**src/rtl/elevator_pkg.sv**
```systemverilog
// Shared types and constants for the four-landing elevator controller.
package elevator_pkg;

    localparam int NUM_FLOORS        = 4;
    localparam int FLOOR_W           = 2;
    localparam int DEF_TRAVEL_CYCLES = 2;
    localparam int DEF_DOOR_CYCLES   = 2;

    typedef enum logic [1:0] {
        IDLE,
        MOVE_UP,
        MOVE_DOWN,
        DOOR_OPEN
    } state_t;

    function automatic logic [NUM_FLOORS-1:0] floor_onehot(
        input logic [FLOOR_W-1:0] f
    );
        logic [NUM_FLOORS-1:0] oh;
        oh    = '0;
        oh[f] = 1'b1;
        return oh;
    endfunction

    // Preferred direction first, then the other one, else stop.
    function automatic state_t pick_motion(
        input logic pref_up,
        input logic above,
        input logic below
    );
        if (pref_up)
            return above ? MOVE_UP : (below ? MOVE_DOWN : IDLE);
        return below ? MOVE_DOWN : (above ? MOVE_UP : IDLE);
    endfunction

endpackage

```
**src/rtl/elevator_request_scan.sv**
```systemverilog
// Combinational scan of the pending call mask relative to one floor.
module elevator_request_scan
    import elevator_pkg::*;
(
    input  logic [NUM_FLOORS-1:0] pending,
    input  logic [FLOOR_W-1:0]    floor,
    output logic                  any_above,
    output logic                  any_below,
    output logic                  here
);

    logic [NUM_FLOORS-1:0] above_mask;
    logic [NUM_FLOORS-1:0] below_mask;

    always_comb begin
        above_mask = '0;
        below_mask = '0;
        for (int i = 0; i < NUM_FLOORS; i++) begin
            above_mask[i] = (i > int'(floor));
            below_mask[i] = (i < int'(floor));
        end
    end

    assign any_above = |(pending & above_mask);
    assign any_below = |(pending & below_mask);
    assign here      = pending[floor];

endmodule

```
**src/rtl/elevator_controller_three_floor.sv**
```systemverilog
// Single-car elevator controller, four landings, Moore outputs.
// Build option: DOOR_REOPEN_EN lets a current-floor call hold the door open.
module elevator_controller_three_floor
    import elevator_pkg::*;
#(
    parameter int TRAVEL_CYCLES = DEF_TRAVEL_CYCLES,
    parameter int DOOR_CYCLES   = DEF_DOOR_CYCLES
)
(
    input  logic                  clk,
    input  logic                  rst,
    input  logic [NUM_FLOORS-1:0] floor_request,
    output logic [FLOOR_W-1:0]    current_floor,
    output logic                  move_up,
    output logic                  move_down,
    output logic                  door_open
);

    localparam int TW = $clog2(TRAVEL_CYCLES + 1);
    localparam int DW = $clog2(DOOR_CYCLES + 1);

    state_t                state, state_nxt;
    logic [FLOOR_W-1:0]    floor_q, floor_nxt, eval_floor;
    logic [NUM_FLOORS-1:0] pending, pending_nxt, clear;
    logic                  dir_up, dir_up_nxt;
    logic [TW-1:0]         travel_cnt, travel_nxt;
    logic [DW-1:0]         door_cnt, door_nxt;
    logic                  arrive, reopen;
    logic                  any_above, any_below, here;

    assign arrive = (state == MOVE_UP || state == MOVE_DOWN)
                 && travel_cnt == TW'(TRAVEL_CYCLES - 1);

    // Decisions on the arrival edge are made against the new floor.
    always_comb begin
        eval_floor = floor_q;
        if (arrive)
            eval_floor = (state == MOVE_UP) ? floor_q + 1'b1
                                            : floor_q - 1'b1;
    end

`ifdef DOOR_REOPEN_EN
    assign reopen = (state == DOOR_OPEN) && floor_request[floor_q];
`else
    assign reopen = 1'b0;
`endif

    elevator_request_scan u_scan (
        .pending   (pending),
        .floor     (eval_floor),
        .any_above (any_above),
        .any_below (any_below),
        .here      (here)
    );

    always_comb begin
        state_nxt  = state;
        floor_nxt  = floor_q;
        dir_up_nxt = dir_up;
        travel_nxt = travel_cnt;
        door_nxt   = door_cnt;
        unique case (state)
            IDLE: begin
                if (here)
                    state_nxt = DOOR_OPEN;
                else
                    state_nxt = pick_motion(1'b1, any_above, any_below);
            end
            MOVE_UP, MOVE_DOWN: begin
                travel_nxt = travel_cnt + 1'b1;
                if (arrive) begin
                    floor_nxt  = eval_floor;
                    travel_nxt = '0;
                    if (here)
                        state_nxt = DOOR_OPEN;
                    else
                        state_nxt = pick_motion(state == MOVE_UP,
                                                any_above, any_below);
                end
            end
            DOOR_OPEN: begin
                if (reopen)
                    door_nxt = DW'(DOOR_CYCLES - 1);
                else if (door_cnt != '0)
                    door_nxt = door_cnt - 1'b1;
                else
                    state_nxt = pick_motion(dir_up, any_above, any_below);
            end
            default: state_nxt = IDLE;
        endcase
        if (state_nxt == DOOR_OPEN && state != DOOR_OPEN)
            door_nxt = DW'(DOOR_CYCLES - 1);
        if (state_nxt == MOVE_UP)
            dir_up_nxt = 1'b1;
        else if (state_nxt == MOVE_DOWN)
            dir_up_nxt = 1'b0;
        // The stop floor is masked for as long as the door is involved.
        clear = '0;
        if (state == DOOR_OPEN || state_nxt == DOOR_OPEN)
            clear = floor_onehot(eval_floor);
        pending_nxt = (pending | floor_request) & ~clear;
    end

    always_ff @(posedge clk) begin
        if (!rst) begin
            state      <= IDLE;
            floor_q    <= '0;
            pending    <= '0;
            dir_up     <= 1'b1;
            travel_cnt <= '0;
            door_cnt   <= '0;
        end else begin
            state      <= state_nxt;
            floor_q    <= floor_nxt;
            pending    <= pending_nxt;
            dir_up     <= dir_up_nxt;
            travel_cnt <= travel_nxt;
            door_cnt   <= door_nxt;
        end
    end

    assign current_floor = floor_q;
    assign move_up       = (state == MOVE_UP);
    assign move_down     = (state == MOVE_DOWN);
    assign door_open     = (state == DOOR_OPEN);

endmodule

```
**config.mk**
```make
export PLATFORM = sky130hd
export DESIGN_NAME = elevator_controller_three_floor
export DESIGN_NICKNAME = d
export VERILOG_FILES = /design/src/rtl/elevator_pkg.sv /design/src/rtl/elevator_request_scan.sv /design/src/rtl/elevator_controller_three_floor.sv
export SDC_FILE = /design/constraint.sdc
export NUM_CORES = 1
export LEC_CHECK = 0
export CORE_ASPECT_RATIO = 1.2
export CORE_MARGIN = 10
export CORE_UTILIZATION = 50
export CTS_BUF_LIST = sky130_fd_sc_hd__clkbuf_2 sky130_fd_sc_hd__clkbuf_4 sky130_fd_sc_hd__clkbuf_8
export DETAILED_ROUTE_END_ITERATION = 16
export GPL_ROUTABILITY_DRIVEN = 0
export PLACE_DENSITY = 0.73
export SYNTH_ARGS = -nofsm -noshare
export SYNTH_HDL_FRONTEND = slang
export SYNTH_SLANG_ARGS = --single-unit
```
**constraint.sdc**
```tcl
create_clock -name clk -period 5.1 [get_ports clk]
set_clock_uncertainty 0.2 [all_clocks]
set_input_delay 1.02 -clock clk [delete_from_list [all_inputs] [get_ports clk]]
set_output_delay 1.02 -clock clk [all_outputs]
set_load 0.01 [all_outputs]
```
======== After elaboration in Yosys (flattened, before gate mapping) ========
Index checks and enable logic that the tools add are counted.
Widths: inputs -> output; s select.
word-level totals
  input bits .............................. 6
  output and inout bits ................... 5
  register bits ........................... 13
cells by class
  add/subtract/negate cells ............... 4
  order comparisons ....................... 8
  bitwise operators ....................... 6
  equality and inequality tests ........... 8
  reduce and logical (&&, ||, !) cells .... 17
  muxes and demuxes ....................... 34
operators with widths
  cell                 count
  $mux 2               15
  $mux 1               15
  $and 4x4->4          2
  $eq 2x2->1 const B   4
  $reduce_or 4->1      2
  $eq 2x1->1 const B   3
  $pmux 2 s3           1
  $reduce_and 2->1     3
  $reduce_bool 2->1    3
  $reduce_or 2->1      3
  $add 2x1->2 const B  2
  $and 4x3->4          1
  $gt 2x2->1 const A   2
  $lt 1x2->1 const A   2
  $mux 4               1
  $not 4->4            1
  $or 4x4->4           1
  $sub 2x1->2 const B  2
  $logic_and 1x1->1    3
  $lt 2x3->1 const B   1
  $bmux 1 s2           1
  $demux 1 s2          1
  $ge 2x1->1 const B   1
  $gt 1x2->1 const A   1
  other kinds (5)      6

======== Logic depth before layout (Yosys ltp) ========
Gate-level depths: netlist (run 1).
  word-level depth ........................ 19
  gate-level depth with buffers ........... 12
  gate-level depth less buffers ........... 10

======== Cells and area by module ========
From an unflattened synthesis (run 1), not the netlist that was laid out.
unflattened totals
  cell total of the unflattened synthesis .. 90
  area, all modules ....................... 780.7 um^2
by module, submodules not included
  module                           instances  area an instance (um^2)  seq. area each (um^2)  cells an instance
  elevator_controller_three_floor  1          720.7                    260.2                  81
  elevator_request_scan            1          60.1                     0.0                    9

======== Worst setup path before layout (run 1) ========
No wires, ideal clock.
  kind .................................... reg-to-reg
  start point ............................. register state[0]
  end point ............................... register pending[0]
  required time ........................... 4.770 ns
  cell stages (with the launch flop) ...... 13
  period minus slack after synthesis ...... 2.793 ns
  arrival time ............................ 2.462 ns
  slack ................................... 2.307 ns
  path through ............................ dfxtp_1 -> inv_1 -> ha_1 -> buf_6 -> and3b_1 -> buf_6 -> xnor2_4 -> a21o_1 -> and2_1 -> or3b_1 -> a41o_1 -> nor2_4 -> o31ai_1
on the way
  longest elaborated chain between the ends .. 19
  elaborated cells between the ends (all ways) .. 49
ends and longest elaborated chain
  element                                   line                                    RTL
  start: declaration                        elevator_controller_three_floor.sv:22   state_t state, state_nxt;
  start signal: assignment                  elevator_controller_three_floor.sv:113  state <= state_nxt;
  $eq 2x1->1 or $eq 2x2->1 (tied branches)  -
  $logic_or 1x1->1                          elevator_controller_three_floor.sv:31   assign arrive = (state == MOVE_UP || state == MOVE_DOWN)
  $logic_and 1x1->1                         elevator_controller_three_floor.sv:32   && travel_cnt == TW'(TRAVEL_CYCLES - 1);
  $mux 2                                    elevator_controller_three_floor.sv:37   if (arrive)
  $lt 1x2->1 or $lt 2x2->1 (tied branches)  elevator_request_scan.sv:20             below_mask[i] = (i < int'(floor));
  $and 4x3->4                               elevator_request_scan.sv:25             assign any_below = |(pending & below_mask);
  $reduce_or 4->1                           elevator_request_scan.sv:25
  $mux 2 (2 in series)                      elevator_pkg.sv:32                      return above ? MOVE_UP : (below ? MOVE_DOWN : IDLE);
  [... 2 more ...]                          -
  $mux 2                                    elevator_controller_three_floor.sv:74   if (here)
  $mux 2                                    elevator_controller_three_floor.sv:71   if (arrive) begin
  $pmux 2 s3                                elevator_controller_three_floor.sv:62   unique case (state)
  $eq 2x2->1                                elevator_controller_three_floor.sv:99   if (state == DOOR_OPEN || state_nxt == DOOR_OPEN)
  $logic_or 1x1->1                          elevator_controller_three_floor.sv:99
  $mux 4 (*)                                elevator_controller_three_floor.sv:99
  $not 4->4 (*)                             elevator_controller_three_floor.sv:101  pending_nxt = (pending | floor_request) & ~clear;
  $and 4x4->4 (*)                           elevator_controller_three_floor.sv:101
  end signal: assignment                    elevator_controller_three_floor.sv:115  pending <= pending_nxt;
  end: declaration                          elevator_controller_three_floor.sv:24   logic [NUM_FLOORS-1:0] pending, pending_nxt, clear;
Mark *: on every way between the ends. The rest lies on a longest branch, timed or not. The select of a mux whose other input is x is not followed.
A chain may end at the register's enable or synchronous reset.

======== Worst setup path in the final report (run 1) ========
  start point ............................. register state[0]
  end point ............................... register door_cnt[0]
on the way
  longest elaborated chain between the ends .. 18
  elaborated cells between the ends (all ways) .. 46
ends and longest elaborated chain
  element                                   line                                    RTL
  $eq 2x1->1 or $eq 2x2->1 (tied branches)  -
  $logic_or 1x1->1                          elevator_controller_three_floor.sv:31
  $logic_and 1x1->1                         elevator_controller_three_floor.sv:32
  $mux 2                                    elevator_controller_three_floor.sv:37
  $lt 1x2->1 or $lt 2x2->1 (tied branches)  elevator_request_scan.sv:20
  $and 4x3->4                               elevator_request_scan.sv:25
  $reduce_or 4->1                           elevator_request_scan.sv:25
  $mux 2 (2 in series)                      elevator_pkg.sv:32
  $mux 2                                    elevator_pkg.sv:31                      if (pref_up)
  $mux 2                                    elevator_pkg.sv:33                      return below ? MOVE_DOWN : (above ? MOVE_UP : IDLE);
  $mux 2                                    elevator_controller_three_floor.sv:74
  $mux 2                                    elevator_controller_three_floor.sv:71
  $pmux 2 s3                                elevator_controller_three_floor.sv:62
  $eq 2x2->1                                elevator_controller_three_floor.sv:91   if (state_nxt == DOOR_OPEN && state != DOOR_OPEN)
  $logic_and 1x1->1                         elevator_controller_three_floor.sv:91
  $reduce_bool 2->1 (no line)               -
  $reduce_and 2->1 (no line)                -
  end signal: assignment                    elevator_controller_three_floor.sv:118  door_cnt <= door_nxt;
  end: declaration                          elevator_controller_three_floor.sv:27   logic [DW-1:0] door_cnt, door_nxt;
Several ways; a longest one is shown, not always the timed one. The select of a mux whose other input is x is not followed.

==> flow_metrics.py, run 1 <==
metrics = {
    "setup_path": {
        "critPathArrivalTime_ns": 3.08,
        "end_kind": "flip-flop",
        "critPathMaxFanout": 8,
        "cp-startpoint": "state[0]",
        "r2r-end": "door_cnt[0]",
        "crit_required_ns": 5.09,
        "r2r_slack_ns": 2.01,
        "crit_path_start_kind": "flip-flop",
        "crit_end": "door_cnt[0]",
        "timing.rr.start": "state[0]",
        "critical_path_class": "flip-flop to flip-flop",
        "worst_r2r_path_depth": 10,
    },
    "pwr": {
        "pwr-share-clk": 0.088,
        "p_sw_frac": 0.498,
        "combPwrFrac": 0.640,
        "switchingPower_uw": 383,
        "p_per_area_nw_per_um2": 633,
        "p_leak_nw": 0.442,
        "peakVddDrop_v": 0.000335,
        "internal_power_uw": 386,
        "power.share.sequential": 0.272,
    },
    "placed_design": {
        "place_hpwl_um": 2020,
        "pre_cts_ws_ns": 1.99,
        "io_buffers": 10,
    },
    "sta": {
        "finalWorstSetupSlack_ns": 2.01,
        "finalHoldViolCount": 0,
        "worstMarginPinSlew_ns": 0.602,
        "slew_violations": 0,
        "finalSetupTns_ns": 0,
        "rsz0062_at_grt": "no",
        "relSlewSlack": 0.598,
        "post-route-min-period_ns": 3.09,
        "setup_viol": 0,
        "finalCritPeriodShare": 0.607,
        "fmax_ghz": 0.323,
    },
    "die": {
        "ios": 11,
        "die_height_um": 71.5,
        "dieArea_um2": 4500,
        "fp.dieW_um": 62.9,
        "core_area_um2": 2090,
        "start_util": 0.528,
        "rows": 18,
    },
    "synth": {
        "synth_edf_count": 0,
        "synthCells": 138,
        "netlist_top_cells_count": "13 x dfxtp_1, 13 x nor2_1, 10 x o21ai_0",
        "synth_top_area_share": 0.235,
        "ys.flop_type": "dfxtp_1",
        "yosysUniqueCellTypes": 45,
        "yosys_warnings": 0,
        "synthTopCellsByArea": "dfxtp_1 24%, ha_1 5.7%, o21ai_0 4.5%, nor2_1 4.4%, a21oi_1 4.1%",
        "ys_ff_latch": 13,
        "async_flop_share": 0,
        "ys_seq_area_frac": 0.235,
        "synth_nets": 149,
        "syn_area_um2": 1110,
        "avgSynthCellArea_um2": 8.01,
        "synth_area_leader_cell": "dfxtp_1",
    },
    "hold_path": {
        "hp-class": "flip-flop to flip-flop",
    },
    "cts": {
        "cts_tree": "done",
        "numCtsBuffers": 3,
        "cts-hold-fix-buffers": 0,
        "clock_path_buffers": 2,
        "cts_root_buf": "clkbuf_4",
        "post_cts_buffers": 0,
        "clk_latency_ns": 0.29,
        "path_clk_slew_ns": 0.09,
        "htree_num_levels": 1,
        "cts_sinks": 13,
        "cts_resized": 0,
    },
    "routing": {
        "drtIter0Drc": 17,
        "ant_nets": 0,
        "wl_per_cell_um": 15.2,
        "routed_wl_um": 2650,
        "vias_per_cell": 6.10,
        "dr_total_vias": 1061,
        "remaining_drc_errors": 0,
        "first_pass_iters": 4,
    },
    "outcome": {
        "status": "complete, no violations",
    },
    "final_layout": {
        "areaGrowthSynthToFinish_pct": 9.84,
        "antennaDiodeCount": 0,
        "multi_input_area_um2": 759,
        "nNetsFinal": 156,
        "area.sequential_um2": 260,
        "layout-drive-gt1-share": 0.0833,
        "n_fill_cell": 211,
    },
    "global_route": {
        "groute.usage.overall": 0.119,
        "grt_remaining_overflow": 0,
        "grt_pass1_wl_um": 4500,
        "grt_max_degree": 21,
        "grt_pass1_vias": 1011,
        "antenna_found_initial": 0,
    },
    "run": {
        "max_cap_viol_count": 0,
    },
}
## area by class of cell
class,instances,area share
clock inverters,1,0.00412
clock buffers,3,0.0185
repair buffers,10,0.0824
inverters,8,0.0247
flip-flops and latches,13,0.214
well taps,30,0.0309
multi-input cells,109,0.625
## flip-flops by register name, indices dropped and copies added (netlist names)
| register | flops |
|---|---|
| dir_up | 1 |
| current_floor | 2 |
| door_cnt | 2 |
| pending | 4 |
| travel_cnt | 2 |
| state | 2 |
## power groups by stage
stage / registers (mW) / logic, mW / clock network (mW)
floorplan: 0.172 / 0.439 / 0
global placement: 0.208 / 0.477 / 0
detailed placement: 0.210 / 0.492 / 0
CTS: 0.208 / 0.494 / 0.0694
global route: 0.217 / 0.553 / 0.0707
finish: 0.209 / 0.492 / 0.0677
## per-layer routing
metal,vias up,global-route usage,wire (um)
met5,-,0,0
met4,0,0.0622,80
met3,10,0.0202,84
met2,14,0.218,1340
met1,512,0.127,1140
li1,525,-,-
## cell usage in the layout (no fill, tap or decap), types with 2 or more instances in the layout
master           synthesis  routed
nor2_1                  13      13
dfxtp_1                 13      13
o21ai_0                 10      10
clkdlybuf4s50_1          0      10
a21oi_1                  9       9
inv_1                    8       8
nand2_1                  7       7
nor3_1                   6       6
xnor2_1                  5       5
nand2b_1                 5       5
o31ai_1                  5       5
ha_1                     5       5
a21o_1                   4       4
a22oi_1                  4       4
nor2b_1                  3       3
a211oi_1                 3       3
clkbuf_4                 0       3
o21a_1                   2       2
o22ai_1                  2       2
nor4b_1                  2       2
a31oi_1                  2       2
o21bai_1                 2       2
## cell families (layout without fill, tap and decap cells)
family	Yosys count	count (layout)	share of synthesized area
compound gates	51	51	0.317
fa+ha+maj	5	5	0.0566
xor+xnor	7	7	0.0724
simple gates	46	46	0.241
flops	13	13	0.235
buf+inv	16	22	0.0780
## worst max-delay path: stages, from the launching register on
cell and delay (ns):
dfxtp_1 0.43, inv_1 0.09, ha_1 0.43, and3b_1 0.39, a22oi_1 0.16, nor3_1 0.28, nor2_1 0.13, nor4b_1 0.32
a211o_2 0.22, nor2_4 0.07, o311a_1 0.28
## how the worst min path moves through the flow
stage,startpoint,to,slack [ns],depth (start not counted)
after floorplan,travel_cnt[1],travel_cnt[1],0.24,2
after global placement,travel_cnt[1],travel_cnt[1],0.26,2
after detailed placement,travel_cnt[1],travel_cnt[1],0.27,2
after CTS,travel_cnt[1],travel_cnt[1],0.28,2
after global routing,travel_cnt[1],travel_cnt[1],0.32,2
final,travel_cnt[1],travel_cnt[1],0.28,2
## through the flow
step	power, mW	utilization	std cells	area (um2)	hold WS (ns)
5_1_grt	0.841	0.580	174	1210	0.319
4_1_cts	0.772	0.580	174	1210	0.282
2_1_floorplan	0.611	-	138	1110	0.238
3_3_place_gp	0.685	0.567	170	1190	0.260
6_report	0.769	0.580	174	1210	0.276
3_5_place_dp	0.703	0.567	170	1190	0.271
Note: power is estimated with default switching activity, not from simulation.
==> inputs of run 2 (changes only) <==
==> constraint.sdc (replaced) <==
create_clock -name clk -period 2.89 [get_ports clk]
set_clock_uncertainty 0.2 [all_clocks]
set_input_delay 0.578 -clock clk [delete_from_list [all_inputs] [get_ports clk]]
set_output_delay 0.578 -clock clk [all_outputs]
set_load 0.01 [all_outputs]
==> run 2 against run 1 <==
Hold slack improved by 0.011 ns. Via count increased by 4.2%. Highest routed layer unchanged. First-iteration DRC count increased to 2.8 times the previous value. Register-to-register slack got worse by 1.9 ns. Die area unchanged. Flip-flop and latch count unchanged. Critical path depth unchanged. Combinational power increased by 120%. Sequential share of layout area decreased by 2.0 points. Clock-buffer cell count increased by 1. Worst setup slack got worse by 1.9 ns.
==> flow_metrics.py, run 2 (synthesis results as in run 1) <==
metrics = {
    "setup_path": {
        "crit_path_start_kind": "flip-flop",
        "critPathArrivalTime_ns": 2.74,
        "crit_required_ns": 2.85,
        "critical_path_class": "flip-flop to flip-flop",
        "critPathMaxFanout": 5,
        "end_kind": "flip-flop",
        "cp-startpoint": "state[0]",
        "timing.rr.start": "state[0]",
    },
    "outcome": {
        "status": "complete, no violations",
    },
    "die": {
        "die_height_um": 71.5,
        "rows": 18,
        "start_util": 0.528,
        "ios": 11,
        "core_area_um2": 2090,
        "fp.dieW_um": 62.9,
        "dieArea_um2": 4500,
    },
    "run": {
        "max_cap_viol_count": 0,
    },
    "final_layout": {
        "layout-drive-gt1-share": 0.213,
        "mostFrequentLayoutCell": "nor2_1",
        "areaGrowthSynthToFinish_pct": 23.6,
        "instances_no_fill": 185,
        "antennaDiodeCount": 0,
        "largest_reg_flops": 4,
        "nNetsFinal": 167,
        "regMostFlops": "pending",
        "layout_common_cells": "13 x nor2_1, 11 x dfxtp_1, 10 x o21ai_0, 10 x clkdlybuf4s50_1, 10 x buf_4",
    },
    "sta": {
        "finalHoldViolCount": 0,
        "relSlewSlack": 0.701,
        "worstMarginPinSlew_ns": 0.449,
        "fin_worst_hold_slack_ns": 0.288,
        "finalCritPeriodShare": 0.962,
        "slew_violations": 0,
        "fmax_ghz": 0.360,
        "setup_viol": 0,
        "finalWorstSetupSlack_ns": 0.110,
        "post-route-min-period_ns": 2.78,
    },
    "routing": {
        "drtIter0Drc": 47,
        "remaining_drc_errors": 0,
        "dr_total_vias": 1106,
        "ant_nets": 0,
        "routed_wl_um": 2850,
        "vias_per_cell": 5.98,
        "first_pass_iters": 4,
        "wl_per_cell_um": 15.4,
    },
    "global_route": {
        "groute.usage.overall": 0.123,
        "grt_max_degree": 14,
        "grt_pass1_wl_um": 4690,
        "grt_remaining_overflow": 0,
        "antenna_found_initial": 0,
        "grt_pass1_vias": 1006,
    },
    "placed_design": {
        "io_buffers": 10,
        "pre_cts_ws_ns": -0.00960,
        "place_hpwl_um": 2080,
        "place_inst": 178,
    },
    "pwr": {
        "p_leak_nw": 0.506,
        "peakVddDrop_v": 0.000771,
        "p_per_area_nw_per_um2": 1160,
    },
    "hold_path": {
        "min_from": "travel_cnt[1]",
        "hp-class": "flip-flop to flip-flop",
    },
    "cts": {
        "numCtsBuffers": 3,
        "cts_root_buf": "clkbuf_4",
        "path_clk_slew_ns": 0.08,
        "clk_latency_ns": 0.28,
        "cts_tree": "done",
        "clock_path_buffers": 2,
        "cts_sinks": 13,
        "htree_num_levels": 1,
    },
}
## run 2: changes by cell type in the layout (fill, tap and decap cells not counted), sizes merged
cell and delta:
clkinv -1, clkbuf +1, buf +11
## run 2: area by class of cell
type	instances	area [um2]
flip-flops and latches	13	265
well taps	30	37.5
inverters	8	30.0
clock buffers	4	30.0
fillers	171	727
multi-input cells	109	810
repair buffers	21	195
## run 2: where the power goes
| group | total [mW] | internal (mW) | switching (mW) |
|---|---|---|---|
| clock network | 0.124 | 0.0630 | 0.0605 |
| logic | 1.10 | 0.533 | 0.567 |
| registers | 0.367 | 0.248 | 0.119 |
## run 2: what timing repair did
item | 4_1_cts | 5_1_grt
setup buffers | 0 | 3
resized for setup | 1 | 11
setup endpoints to repair | 2 | 7
hold buffers | 0 | 0
hold endpoints to repair | 0 | 0
pin swaps | 0 | 6
## run 2: per-layer routing
| metal | track usage | up-vias | part of all wire |
|---|---|---|---|
| met3 | 0.0249 | 5 | 0.044 |
| li1 | - | 542 | - |
| met4 | 0.0622 | 0 | 0.016 |
| met2 | 0.210 | 31 | 0.52 |
| met5 | 0 | - | 0 |
| met1 | 0.143 | 528 | 0.42 |
## run 2: worst paths after layout
kind                                      end  slack, ns  depth (start not counted)
worst min register to register  travel_cnt[1]       0.29                          2
worst max register to register     pending[1]       0.11                         10
worst min-delay path            travel_cnt[1]       0.29                          2
worst max-delay path               pending[1]       0.11                         10
## run 2: critical path: stages, from the launching register on
cell     delay (ns)
dfxtp_4        0.37
inv_1          0.08
ha_4           0.28
and3b_2        0.28
xnor2_4        0.15
a21o_1         0.19
and2_1         0.16
or3b_4         0.39
a41o_1         0.30
nor2_4         0.17
o31ai_1        0.09
## run 2: through the flow
| step | utilization | instance area [um2] | power [mW] | TNS (ns) |
|---|---|---|---|---|
| finish | 0.653 | 1370 | 1.59 | 0 |
| global route | 0.653 | 1370 | 1.72 | -0.0533 |
| CTS | 0.611 | 1280 | 1.44 | 0 |
| detailed placement | 0.596 | 1250 | 1.31 | -0.00960 |
| global placement | 0.596 | 1250 | 1.29 | 0 |
| floorplan | - | 1110 | 1.08 | 0 |
